==> config.mk <==
export PLATFORM = sky130hd
export DESIGN_NAME = separador
export DESIGN_NICKNAME = d
export VERILOG_FILES = /design/src/rtl/separador.sv
export SDC_FILE = /design/constraint.sdc
export NUM_CORES = 1
export LEC_CHECK = 0
export CAP_MARGIN = 20
export CORE_UTILIZATION = 51
export DETAILED_ROUTE_END_ITERATION = 6
export PLACE_DENSITY = 0.89
export SLEW_MARGIN = 0
export SYNTH_ARGS = -nofsm -noshare
export SYNTH_HDL_FRONTEND = slang
export SYNTH_SLANG_ARGS = --single-unit
==> constraint.sdc <==
create_clock -name clk -period 2.3 [get_ports clk]
set_input_delay 0.345 -clock clk [delete_from_list [all_inputs] [get_ports clk]]
set_output_delay 0.345 -clock clk [all_outputs]
set_load 0.03 [all_outputs]
==> src/rtl/separador.sv <==
// Block splitter: 2-entry FIFO that returns header [127:32] and nonce [31:0].
// Define SEPARADOR_SEQ_CHECK_EN to add the sticky nonce-sequence checker.
module separador #(
  parameter int ANCHO_BLOQUE = 128,
  parameter int ANCHO_NONCE  = 32,
  parameter int ANCHO_CONT   = 16
) (
  input  logic                            clk,
  input  logic                            reset_L,
  input  logic [ANCHO_BLOQUE-1:0]         bloque_in,
  input  logic                            in_valid,
  output logic                            in_ready,
  output logic [ANCHO_BLOQUE-ANCHO_NONCE-1:0] entrada,
  output logic [ANCHO_NONCE-1:0]          nonce,
  output logic                            out_valid,
  input  logic                            out_ready,
  output logic [ANCHO_CONT-1:0]           cont_bloques,
  output logic                            err_seq
);

  typedef enum logic [1:0] {
    VACIO = 2'd0,
    UNO   = 2'd1,
    LLENO = 2'd2
  } nivel_e;

  nivel_e nivel_q, nivel_d;

  logic [1:0][ANCHO_BLOQUE-1:0] mem_q, mem_d;
  logic wptr_q, wptr_d;
  logic rptr_q, rptr_d;
  logic [ANCHO_CONT-1:0] cont_q, cont_d;
  logic [ANCHO_BLOQUE-1:0] cabeza;
  logic push, pop;

  // in_ready is forced low while the block is held in reset
  assign in_ready  = reset_L & (nivel_q != LLENO);
  assign out_valid = (nivel_q != VACIO);
  assign push      = in_valid & in_ready;
  assign pop       = out_valid & out_ready;

  assign cabeza  = mem_q[rptr_q];
  assign entrada = out_valid ? cabeza[ANCHO_BLOQUE-1:ANCHO_NONCE] : '0;
  assign nonce   = out_valid ? cabeza[ANCHO_NONCE-1:0] : '0;

  assign cont_bloques = cont_q;

  always_comb begin
    mem_d  = mem_q;
    wptr_d = wptr_q;
    rptr_d = rptr_q;
    cont_d = cont_q;
    if (push) begin
      mem_d[wptr_q] = bloque_in;
      wptr_d        = ~wptr_q;
    end
    if (pop) begin
      rptr_d = ~rptr_q;
      cont_d = cont_q + ANCHO_CONT'(1);
    end
  end

  always_comb begin
    nivel_d = nivel_q;
    unique case (nivel_q)
      VACIO: if (push) nivel_d = UNO;
      UNO: begin
        if (push && !pop)      nivel_d = LLENO;
        else if (!push && pop) nivel_d = VACIO;
      end
      LLENO: if (pop) nivel_d = UNO;
      default: nivel_d = VACIO;
    endcase
  end

  always_ff @(posedge clk or negedge reset_L) begin
    if (!reset_L) begin
      nivel_q <= VACIO;
      mem_q   <= '0;
      wptr_q  <= 1'b0;
      rptr_q  <= 1'b0;
      cont_q  <= '0;
    end else begin
      nivel_q <= nivel_d;
      mem_q   <= mem_d;
      wptr_q  <= wptr_d;
      rptr_q  <= rptr_d;
      cont_q  <= cont_d;
    end
  end

`ifdef SEPARADOR_SEQ_CHECK_EN
  logic [ANCHO_NONCE-1:0] esperado_q, esperado_d;
  logic armado_q, armado_d;
  logic err_q, err_d;

  always_comb begin
    esperado_d = esperado_q;
    armado_d   = armado_q;
    err_d      = err_q;
    if (pop) begin
      if (armado_q && (nonce != esperado_q)) err_d = 1'b1;
      esperado_d = nonce + ANCHO_NONCE'(1);
      armado_d   = 1'b1;
    end
  end

  always_ff @(posedge clk or negedge reset_L) begin
    if (!reset_L) begin
      esperado_q <= '0;
      armado_q   <= 1'b0;
      err_q      <= 1'b0;
    end else begin
      esperado_q <= esperado_d;
      armado_q   <= armado_d;
      err_q      <= err_d;
    end
  end

  assign err_seq = err_q;
`else
  assign err_seq = 1'b0;
`endif

endmodule

==> results of run 1 <==
==> where the power goes <==
part | total, mW | switching, mW | internal (mW)
Combinational | 10.9 | 5.31 | 5.57
Sequential | 8.74 | 1.50 | 7.24
Clock | 4.97 | 1.98 | 2.99
Total | 24.6 | 8.79 | 15.8
==> kinds of logic after synthesis <==
| logic type | after synthesis | share of synthesized area (%) |
|---|---|---|
| DFF | 276 | 53.3 |
| muxes | 385 | 35.7 |
| AOI/OAI and AO/OA | 4 | 0.212 |
| xor gates and xnor gates | 17 | 1.15 |
| adders and majority gates | 1 | 0.0966 |
| buffers and inverters | 60 | 4.28 |
| other | 1 | 0.0289 |
| and+or+nand+nor | 163 | 5.22 |
==> sequential cells by signal, indices dropped and copies added (netlist names) <==
signal        cells
cont_bloques     16
mem_q           256
rptr_q            1
wptr_q            1
nivel_q           2
==> synth_stat cells (6+ instances only) <==
cell type and n:
dfrtp_1 276, mux2_2 137, nor2_1 132, mux2i_1 128, mux2_4 120, xnor2_1 15
clkbuf_1 14, buf_2 13, buf_12 11, buf_6 11, nand2_1 10, nand4_1 6
==> placed cells by master (no fill, tap or decap), types with 2 or more instances in the layout <==
cell type        instances
and2_1                   2
buf_12                  17
buf_16                   4
buf_2                   87
buf_4                   48
buf_6                    4
buf_8                    2
bufinv_16                4
clkbuf_1                 3
clkbuf_16               33
clkbuf_4                 3
clkbuf_8                 7
clkdlybuf4s50_1        146
clkinv_2                 5
clkinvlp_4               4
dfrtp_1                273
dfrtp_2                  2
inv_1                    2
inv_6                    2
mux2_2                 137
mux2_4                 120
mux2i_1                119
mux2i_2                  7
mux2i_4                  2
nand2_1                 10
nand3_1                  4
nand4_1                  6
nor2_1                 129
nor2_4                   2
nor3_1                   2
xnor2_1                 15
xor2_1                   2
==> final timing paths <==
path                             startpoint  cells after the start  slack [ns]               end
hold reg to reg            cont_bloques[15]                      1        0.48  cont_bloques[15]
min in group asynchronous           reset_L                      3        0.54        mem_q[162]
setup reg to reg                 nivel_q[0]                      5        0.34        mem_q[114]
hold / removal                bloque_in[53]                      2        0.43        mem_q[181]
max in group asynchronous           reset_L                      3        1.01        mem_q[116]
setup / recovery                     rptr_q                      5        0.01       entrada[63]
==> layer usage <==
layer	global-route usage, %	routed length, um	vias to the layer above
li1	-	-	3732
met1	31.0	13700	4293
met2	40.4	15400	252
met3	4.39	1650	59
met4	7.50	921	0
met5	0	0	-
==> final cells by class <==
class	instances	area, um^2
fill	1693	7770
sequential	276	6910
inverter	2	7.51
timing repair buffer	317	2920
clock inverter	15	193
tap	324	405
multi-input combinational	571	5560
clock buffer	39	833
==> per-stage QoR <==
step,hold WS [ns],setup slack (ns),cells,cell area (um^2),setup TNS (ns)
floorplan,0.0494,0.487,907,13000,0
global placement,0.468,0.0509,1473,16000,0
detailed placement,0.470,0.0419,1473,16000,0
CTS,0.408,-0.0989,1539,16800,-1.43
global route,0.416,-0.0465,1544,16800,-0.220
finish,0.428,0.00959,1544,16800,0
==> critical path, cell delays in order, from the launching register on <==
cell       delay [ns]
dfrtp_4          0.54
buf_12           0.18
clkbuf_16        0.18
mux2i_4          0.20
nor2_1           0.12
buf_4            0.17
==> what timing repair did <==
action | CTS | global route
endpoints found under the hold margin | 168 | 0
gates cloned | 3 | 4
buffers inserted | 8 | 1
hold buffers | 1 | 0
resized for setup | 621 | 115
endpoints found under the setup margin | 129 | 92
pin swaps | 2 | 2
==> key figures, run 1 <==
Status
  • Status: finished, final reports clean

Finish
  • Synth-to-layout area growth: 29.9%
  • Share of layout cells above drive strength 1: about 41%
  • Post-Route Utilization: roughly two thirds
  • Ant. Diodes: 0
  • NumNets Final: 1330

Floorplan
  • # IOs: 279
  • Starting Density: roughly 53%
  • Die Wd: between 150 and 200 um
  • Row cnt: 57
  • CORE AREA: roughly 25000 um^2
  • Chip height: ~160 um
  • Die area: 26000 um^2

Synthesis
  • Seq/Total Area, Yosys: around 53%
  • Cell accounting for the most synthesized area: dfrtp_1
  • Top-area cell type share of the netlist area: 53.3%
  • Synth Warn #: 0
  • Avg Inst Size Synth: approximately 14 um^2
  • Post-synth EDFFs: 0
  • Synth Cell Area: between 10000 and 15000 um^2
  • Synthesis-stage register bit count: roughly 280
  • Ys flop type: dfrtp_1
  • Synth Instances: around 910
  • Synth cell types: 33
  • Post-synth ARST share: 100%
  • Top post-synthesis cells by area: dfrtp_1 53%, mux2_4 14%, mux2_2 12%, mux2i_1 9.9%, nor2_1 3.8%
  • Syn Nets: ~1000

Setup path
  • Crit. End Element: output port
  • Arrival time of the worst setup path: around 2.0 ns
  • Crit Path Max Fanout: 9
  • Critical Path RT: slightly below 2 ns
  • Setup CP Type: flip-flop to output port
  • Startpoint Class: flip-flop

Drt
  • Post-DR wirelength/cell: between 20 and 25 um
  • Drt pass-1 iters: 4
  • Drt initial violations: approximately 530
  • Vias: 8336
  • Residual DRC count: 0
  • WL final: ~32000 um
  • Number of vias per cell: around 5.4
  • DRT antenna net count: 0

Clocking
  • H-tree depth: 1
  • CTS tree: yes
  • Cts bufs inserted: 29
  • Clock Sinks: ~280
  • Worst-case clock buffer depth: 3
  • CTS clk-pin slew, worst paths: 0.07 ns
  • Clock root buffer: clkbuf_16
  • Clk Latency, worst-skew pair: between 0.5 and 0.6 ns

Placement
  • Port buffer count: around 280
  • Placer's final routability congestion estimate: around 0.8
  • Post-DP HPWL: 19200 um

Run
  • Max cap viols: 0

STA
  • Final Hold Fails: 0
  • Fin crit share: about 100%
  • Setup Skew: 0.0223 ns
  • Minimum clock period: between 2 and 2.5 ns
  • Worst slew pin tran: 0.833 ns
  • Rel. slew slack: around 44%
  • Max-slew violation count: 0
  • Unrepaired setup endpoints after global routing: true
  • Final Setup Violations: 0
  • Fmax: 437 MHz

Power
  • Power Dens Cells: 1460 nW/um^2
  • VDD IR max: between 0.0009 and 0.001 V
  • Leak: 8.10 nW
  • Pwr Total: approximately 25 mW

Global routing
  • Gr usage total: a little under a quarter
  • First-pass GRT wire length: around 49000 um
  • Initial antenna violation count: 0
  • Vias in the first global route: 9060
  • Largest net degree at the start of global routing: 157
  • Grt total ovfl: 0

Min path
  • Min-Delay Path Class: input pin to flip-flop
Power figures use the tool's default switching activity.
==> inputs of run 2 (changes only) <==
CORE_MARGIN = 1.5   (was not set)
SKIP_CTS_REPAIR_TIMING = 1   (was not set)
==> run 2 against run 1 <==
  * The run now ends with negative setup slack left
  * Clock skew is 0.011 ns lower
  * Sequential share of layout area is 0.56 points lower
  * Clock power is 5.2% higher
  * Clock-buffer cell count is 1 higher
  * Via count is 1.8% lower
  * Total power is 0.44% higher
  * Worst hold slack better by 0.018 ns
  * Core utilization is 0.26 points lower
  * Non-clock buffer count is 3 higher
  * First-iteration DRC count is 22% lower
  * Largest power group unchanged
  * Highest routed layer unchanged
==> key figures, run 2 (synthesis gave the netlist of run 1 again) <==
Status
  • Status: finished, violations left
  • Violated checks: negative setup slack

Drt
  • Drt initial violations: a little over 400
  • Residual DRC count: 0
  • Vias: slightly above 8000
  • WL final: a little over 30000 um
  • Drt pass-1 iters: 4
  • Number of vias per cell: around 5.3
  • DRT antenna net count: 0
  • Post-DR wirelength/cell: 19.9 um

Finish
  • Synth-to-layout area growth: 31.7%
  • FILL cells: between 1500 and 2000
  • Max reg flops: roughly 260
  • Most frequent cells in the layout: 274 x dfrtp_1, 146 x clkdlybuf4s50_1, 137 x mux2_2
  • Share of layout cells above drive strength 1: approximately two fifths
  • Top reg by flops: mem_q
  • Post-route insts no fill: around 1600
  • Ant. Diodes: 0
  • NumNets Final: 1334
  • Commonest non-fill, non-tap cell in the layout: dfrtp_1

Setup path
  • Setup CP Type: flip-flop to output port
  • WP buf/inv: 3
  • Max incr delay on CP: between 0.5 and 0.6 ns
  • Startpoint Class: flip-flop
  • Arrival time of the worst setup path: 1.97 ns
  • CP cell instances: buf_16, buf_6, mux2i_1, nor2_1, dlymetal6s2s_1
  • Crit. End Element: output port
  • Crit Path Max Fanout: 9
  • Critical Path RT: roughly 2.0 ns
  • CP delay by family, top: buffers and inverters
  • CP max-delay cell: dfrtp_4

Floorplan
  • # IOs: roughly 280
  • Die Wd: between 150 and 200 um
  • CORE AREA: ~25000 um^2
  • Die area: ~26000 um^2
  • Starting Density: 51.7%
  • Row cnt: just under 60
  • Chip height: ~160 um

Global routing
  • Grt total ovfl: 0
  • Initial antenna violation count: 0
  • Vias in the first global route: about 8800
  • First-pass GRT wire length: between 40000 and 50000 um
  • Largest net degree at the start of global routing: roughly 130
  • Gr usage total: between 20% and 30%

Power
  • Net switching power: about 8.6 mW
  • Cell Int Power: around 16 mW
  • Sw Share: 34.8%
  • VDD IR max: between 0.0009 and 0.001 V
  • Pwr Total: 24.7 mW
  • Clock power share: approximately a fifth
  • Leak: 8.40 nW
  • Reg power frac: roughly a third
  • Power Dens Cells: about 1400 nW/um^2
  • Logic gate share of total power: roughly 44%

STA
  • Worst setup margin: -0.0110 ns
  • Final Hold Fails: 0
  • Fin crit share: 100%
  • Minimum clock period: roughly 2.3 ns
  • Unrepaired setup endpoints after global routing: true
  • Fmax: 433 MHz
  • Max-slew violation count: 0
  • Rel. slew slack: between 40 and 50%
  • Setup Skew: around 0.011 ns
  • Final Setup Violations: 1
  • Worst slew pin tran: between 0.7 and 0.8 ns

Clocking
  • Clk Latency, worst-skew pair: between 0.5 and 0.6 ns
  • CTS tree: yes
  • Clock root buffer: clkbuf_16
  • H-tree depth: 1
  • Cts bufs inserted: 30
  • Clock Sinks: around 280
  • Worst-case clock buffer depth: 3
  • CTS clk-pin slew, worst paths: about 0.06 ns

Placement
  • Post-DP HPWL: slightly below 20000 um
  • Placer's final routability congestion estimate: roughly 0.8
  • Port buffer count: between 200 and 300
  • Inst Count DP: 1487

Min path
  • Min-Delay Path Class: input pin to flip-flop

Run
  • Max cap viols: 0
## run 2: path summary, 6_finish.rpt
path                       slack, ns          endpoint  cells after the start              from
max                            -0.01        entrada[2]                      5            rptr_q
min                             0.45        mem_q[103]                      2    bloque_in[103]
max reg2reg                     0.39        mem_q[145]                      6        nivel_q[0]
min reg2reg                     0.47  cont_bloques[15]                      1  cont_bloques[15]
max in group asynchronous       0.56        mem_q[114]                      4           reset_L
min in group asynchronous       0.53            rptr_q                      3           reset_L
## run 2: worst reg2reg max path: cells and delay by family, from the launching register on
| kind | cells | cell delay [ns] |
|---|---|---|
| multiplexers | 1 | 0.31 |
| AND/OR/NAND/NOR | 3 | 0.52 |
| buffers and inverters | 2 | 0.52 |
| flip-flops | 1 | 0.44 |
## run 2: power by group through the flow
| stage | combinational, mW | clock [mW] | sequential (mW) |
|---|---|---|---|
| detailed placement | 10.7 | 0 | 8.69 |
| global placement | 10.4 | 0 | 8.56 |
| floorplan | 7.64 | 0 | 8.27 |
| global route | 11.4 | 5.54 | 8.96 |
| finish | 10.8 | 5.23 | 8.70 |
| CTS | 10.7 | 5.37 | 8.68 |
## run 2: layer usage
metal  track usage (%)  vias to the layer above  wire, um  part of all wire (%)
li1                  -                     3742         -                     -
met1              27.9                     4148     13300                    43
met2              37.9                      238     15000                    48
met3              5.27                       54      1830                   5.9
met4              6.34                        0       813                   2.6
met5                 0                        -         0                     0
## run 2: final cells by class
class / count / area (um^2) / share of cell area, %
clock buffers: 40 / 820 / 4.80
clock inverters: 15 / 268 / 1.57
repair buffers: 320 / 3130 / 18.4
flip-flops and latches: 276 / 6910 / 40.5
well taps: 330 / 413 / 2.42
multi-input cells: 571 / 5510 / 32.3
inverters: 2 / 7.51 / 0.0440
## run 2: through the flow
step | hold WS [ns] | instance area (um^2) | setup slack (ns) | TNS (ns) | utilization (%)
floorplan | 0.0494 | 13000 | 0.487 | 0 | -
CTS | -0.129 | 17000 | -0.366 | -26.32 | 68.0
global route | 0.429 | 17100 | -0.0845 | -0.150 | 68.2
finish | 0.446 | 17100 | -0.0110 | -0.0110 | 68.2
detailed placement | 0.457 | 15900 | 0.242 | 0 | 63.7
global placement | 0.452 | 15900 | 0.241 | 0 | 63.7
==> inputs of run 3 (changes only) <==
PLACE_DENSITY = not set   (was 0.89)
PLACE_DENSITY_LB_ADDON = 0.3   (was not set)
==> run 3 against run 2 <==
  * Sequential power down 0.9%
  * The flow now finishes without violations
  * Die area unchanged
  * Worst hold slack worse by 0.20 ns
  * Combinational power about the same
  * Total power down 3.0%
  * Sequential share of layout area up 0.34 points
  * Critical endpoint is now entrada[54]
  * Wire length down 3.8%
  * Clock skew up 0.0036 ns
  * Sequential cell count unchanged
  * Final cell count down 0.45%
==> key figures, run 3 (synthesis gave the netlist of run 1 again) <==
STA
  • Fin crit share: between 90% and 100%
  • Final Setup Violations: 0
  • Final Hold Fails: 0
  • Fmax: roughly 440 MHz
  • Rel. slew slack: between 40% and 50%
  • Unrepaired setup endpoints after global routing: true
  • Setup TNS: 0 ns
  • Setup Skew: 0.0149 ns
  • Worst hold margin: about 0.25 ns
  • Worst slew pin tran: 0.756 ns
  • Minimum clock period: roughly 2.3 ns
  • Max-slew violation count: 0

Setup path
  • Crit. End Element: output port
  • Setup CP Type: flip-flop to output port
  • Startpoint Class: flip-flop
  • Crit Path Max Fanout: 33
  • Arrival time of the worst setup path: approximately 1.9 ns
  • Critical Path RT: just under 2 ns

Power
  • Sw Share: roughly a third
  • Logic gate share of total power: between 40% and 50%
  • Power Dens Cells: between 1000 and 1500 nW/um^2
  • Reg power frac: between 30% and 40%
  • Pwr Total: between 20 and 25 mW
  • Cell Int Power: around 16 mW
  • Net switching power: approximately 8.4 mW
  • Clock power share: about a fifth
  • Leak: roughly 8.5 nW
  • VDD IR max: 0.000800 V

Run
  • Max cap viols: 0

Clocking
  • Clock root buffer: clkbuf_16
  • Clk Latency, worst-skew pair: about 0.55 ns
  • Worst-case clock buffer depth: 3
  • CTS tree: yes
  • Clock Sinks: roughly 280
  • CTS clk-pin slew, worst paths: ~0.06 ns
  • Cts bufs inserted: 30
  • H-tree depth: 1

Status
  • Status: finished, final reports clean

Floorplan
  • Die area: between 20000 and 30000 um^2
  • Starting Density: ~52%
  • Die Wd: around 160 um
  • # IOs: approximately 280
  • Row cnt: between 50 and 60
  • Chip height: between 150 and 200 um
  • CORE AREA: approximately 25000 um^2

Global routing
  • Largest net degree at the start of global routing: 88
  • First-pass GRT wire length: approximately 46000 um
  • Grt total ovfl: 0
  • Vias in the first global route: between 8000 and 9000
  • Initial antenna violation count: 0
  • Gr usage total: between 20 and 25%

Drt
  • WL final: between 20000 and 30000 um
  • Drt initial violations: 379
  • Drt pass-1 iters: 4
  • Number of vias per cell: around 5.2
  • Post-DR wirelength/cell: 19.3 um
  • Residual DRC count: 0
  • Vias: around 8100
  • DRT antenna net count: 0

Placement
  • Post-DP Area: 16000 um^2
  • Post-DP HPWL: 18300 um
  • Port buffer count: between 200 and 300
  • Inst Count DP: approximately 1500
  • Placer's final routability congestion estimate: 0.761

Finish
  • Commonest non-fill, non-tap cell in the layout: dfrtp_1
  • Post-route insts no fill: between 1500 and 2000
  • Synth-to-layout area growth: 30.7%
  • FILL cells: 1829
  • Final instance area: 16900 um^2
  • Max reg flops: 256
  • NumNets Final: about 1300
  • Ant. Diodes: 0
  • Top reg by flops: mem_q
  • Most frequent cells in the layout: 273 x dfrtp_1, 146 x clkdlybuf4s50_1, 137 x mux2_2
  • Share of layout cells above drive strength 1: 37.8%

Min path
  • Min-Delay Path Class: input pin to async pin
[run 3: final cells by class]
cell class              instances  area [um^2]  area share (%)
multi-input cells             571         5540            32.7
well taps                     330          413            2.44
flip-flops and latches        276         6910            40.8
clock buffers                  46          942            5.57
repair buffers                317         3060            18.1
inverters                       2         7.51          0.0443
clock inverters                 5         56.3           0.333
[run 3: path summary, 6_finish.rpt]
check | startpoint | end | slack (ns) | cells after the start
setup reg to reg | nivel_q[1] | mem_q[123] | 0.40 | 7
min in group clk | bloque_in[126] | mem_q[254] | 0.43 | 2
max in group asynchronous | reset_L | mem_q[65] | 1.03 | 3
setup / recovery | rptr_q | entrada[54] | 0.04 | 4
hold reg to reg | cont_bloques[15] | cont_bloques[15] | 0.48 | 1
hold / removal | reset_L | mem_q[222] | 0.25 | 2
[run 3: critical path, stage by stage, from the launching register on]
cell and delay (ns):
dfrtp_4 0.53, buf_16 0.21, mux2i_1 0.16, nor2_1 0.18, clkbuf_2 0.24
[run 3: per-stage QoR]
| stage | setup WS (ns) | utilization [%] |
|---|---|---|
| 6_report | 0.0372 | 67.6 |
| 2_1_floorplan | 0.487 | - |
| 5_1_grt | -0.0376 | 67.6 |
| 3_3_place_gp | 0.0463 | 63.8 |
| 3_5_place_dp | 0.0396 | 63.8 |
| 4_1_cts | -0.547 | 67.8 |
[run 3: power by group through the flow]
| stage | Clock, mW | Sequential, mW | Combinational (mW) |
|---|---|---|---|
| after floorplan | 0 | 8.27 | 7.64 |
| after global placement | 0 | 8.53 | 10.6 |
| after detailed placement | 0 | 8.62 | 10.7 |
| after CTS | 4.91 | 8.60 | 10.8 |
| after global routing | 5.10 | 8.93 | 11.2 |
| final | 4.80 | 8.62 | 10.5 |
[run 3: per-layer routing]
layer  wire length [um]  vias to the layer above  share of wire (%)  GRT usage [%]
li1                   -                     3722                  -              -
met1              13400                     4082                 45           28.7
met2              13900                      221                 47           35.1
met3               1770                       50                5.9           4.81
met4                701                        0                2.4           6.17
met5                  0                        -                  0              0
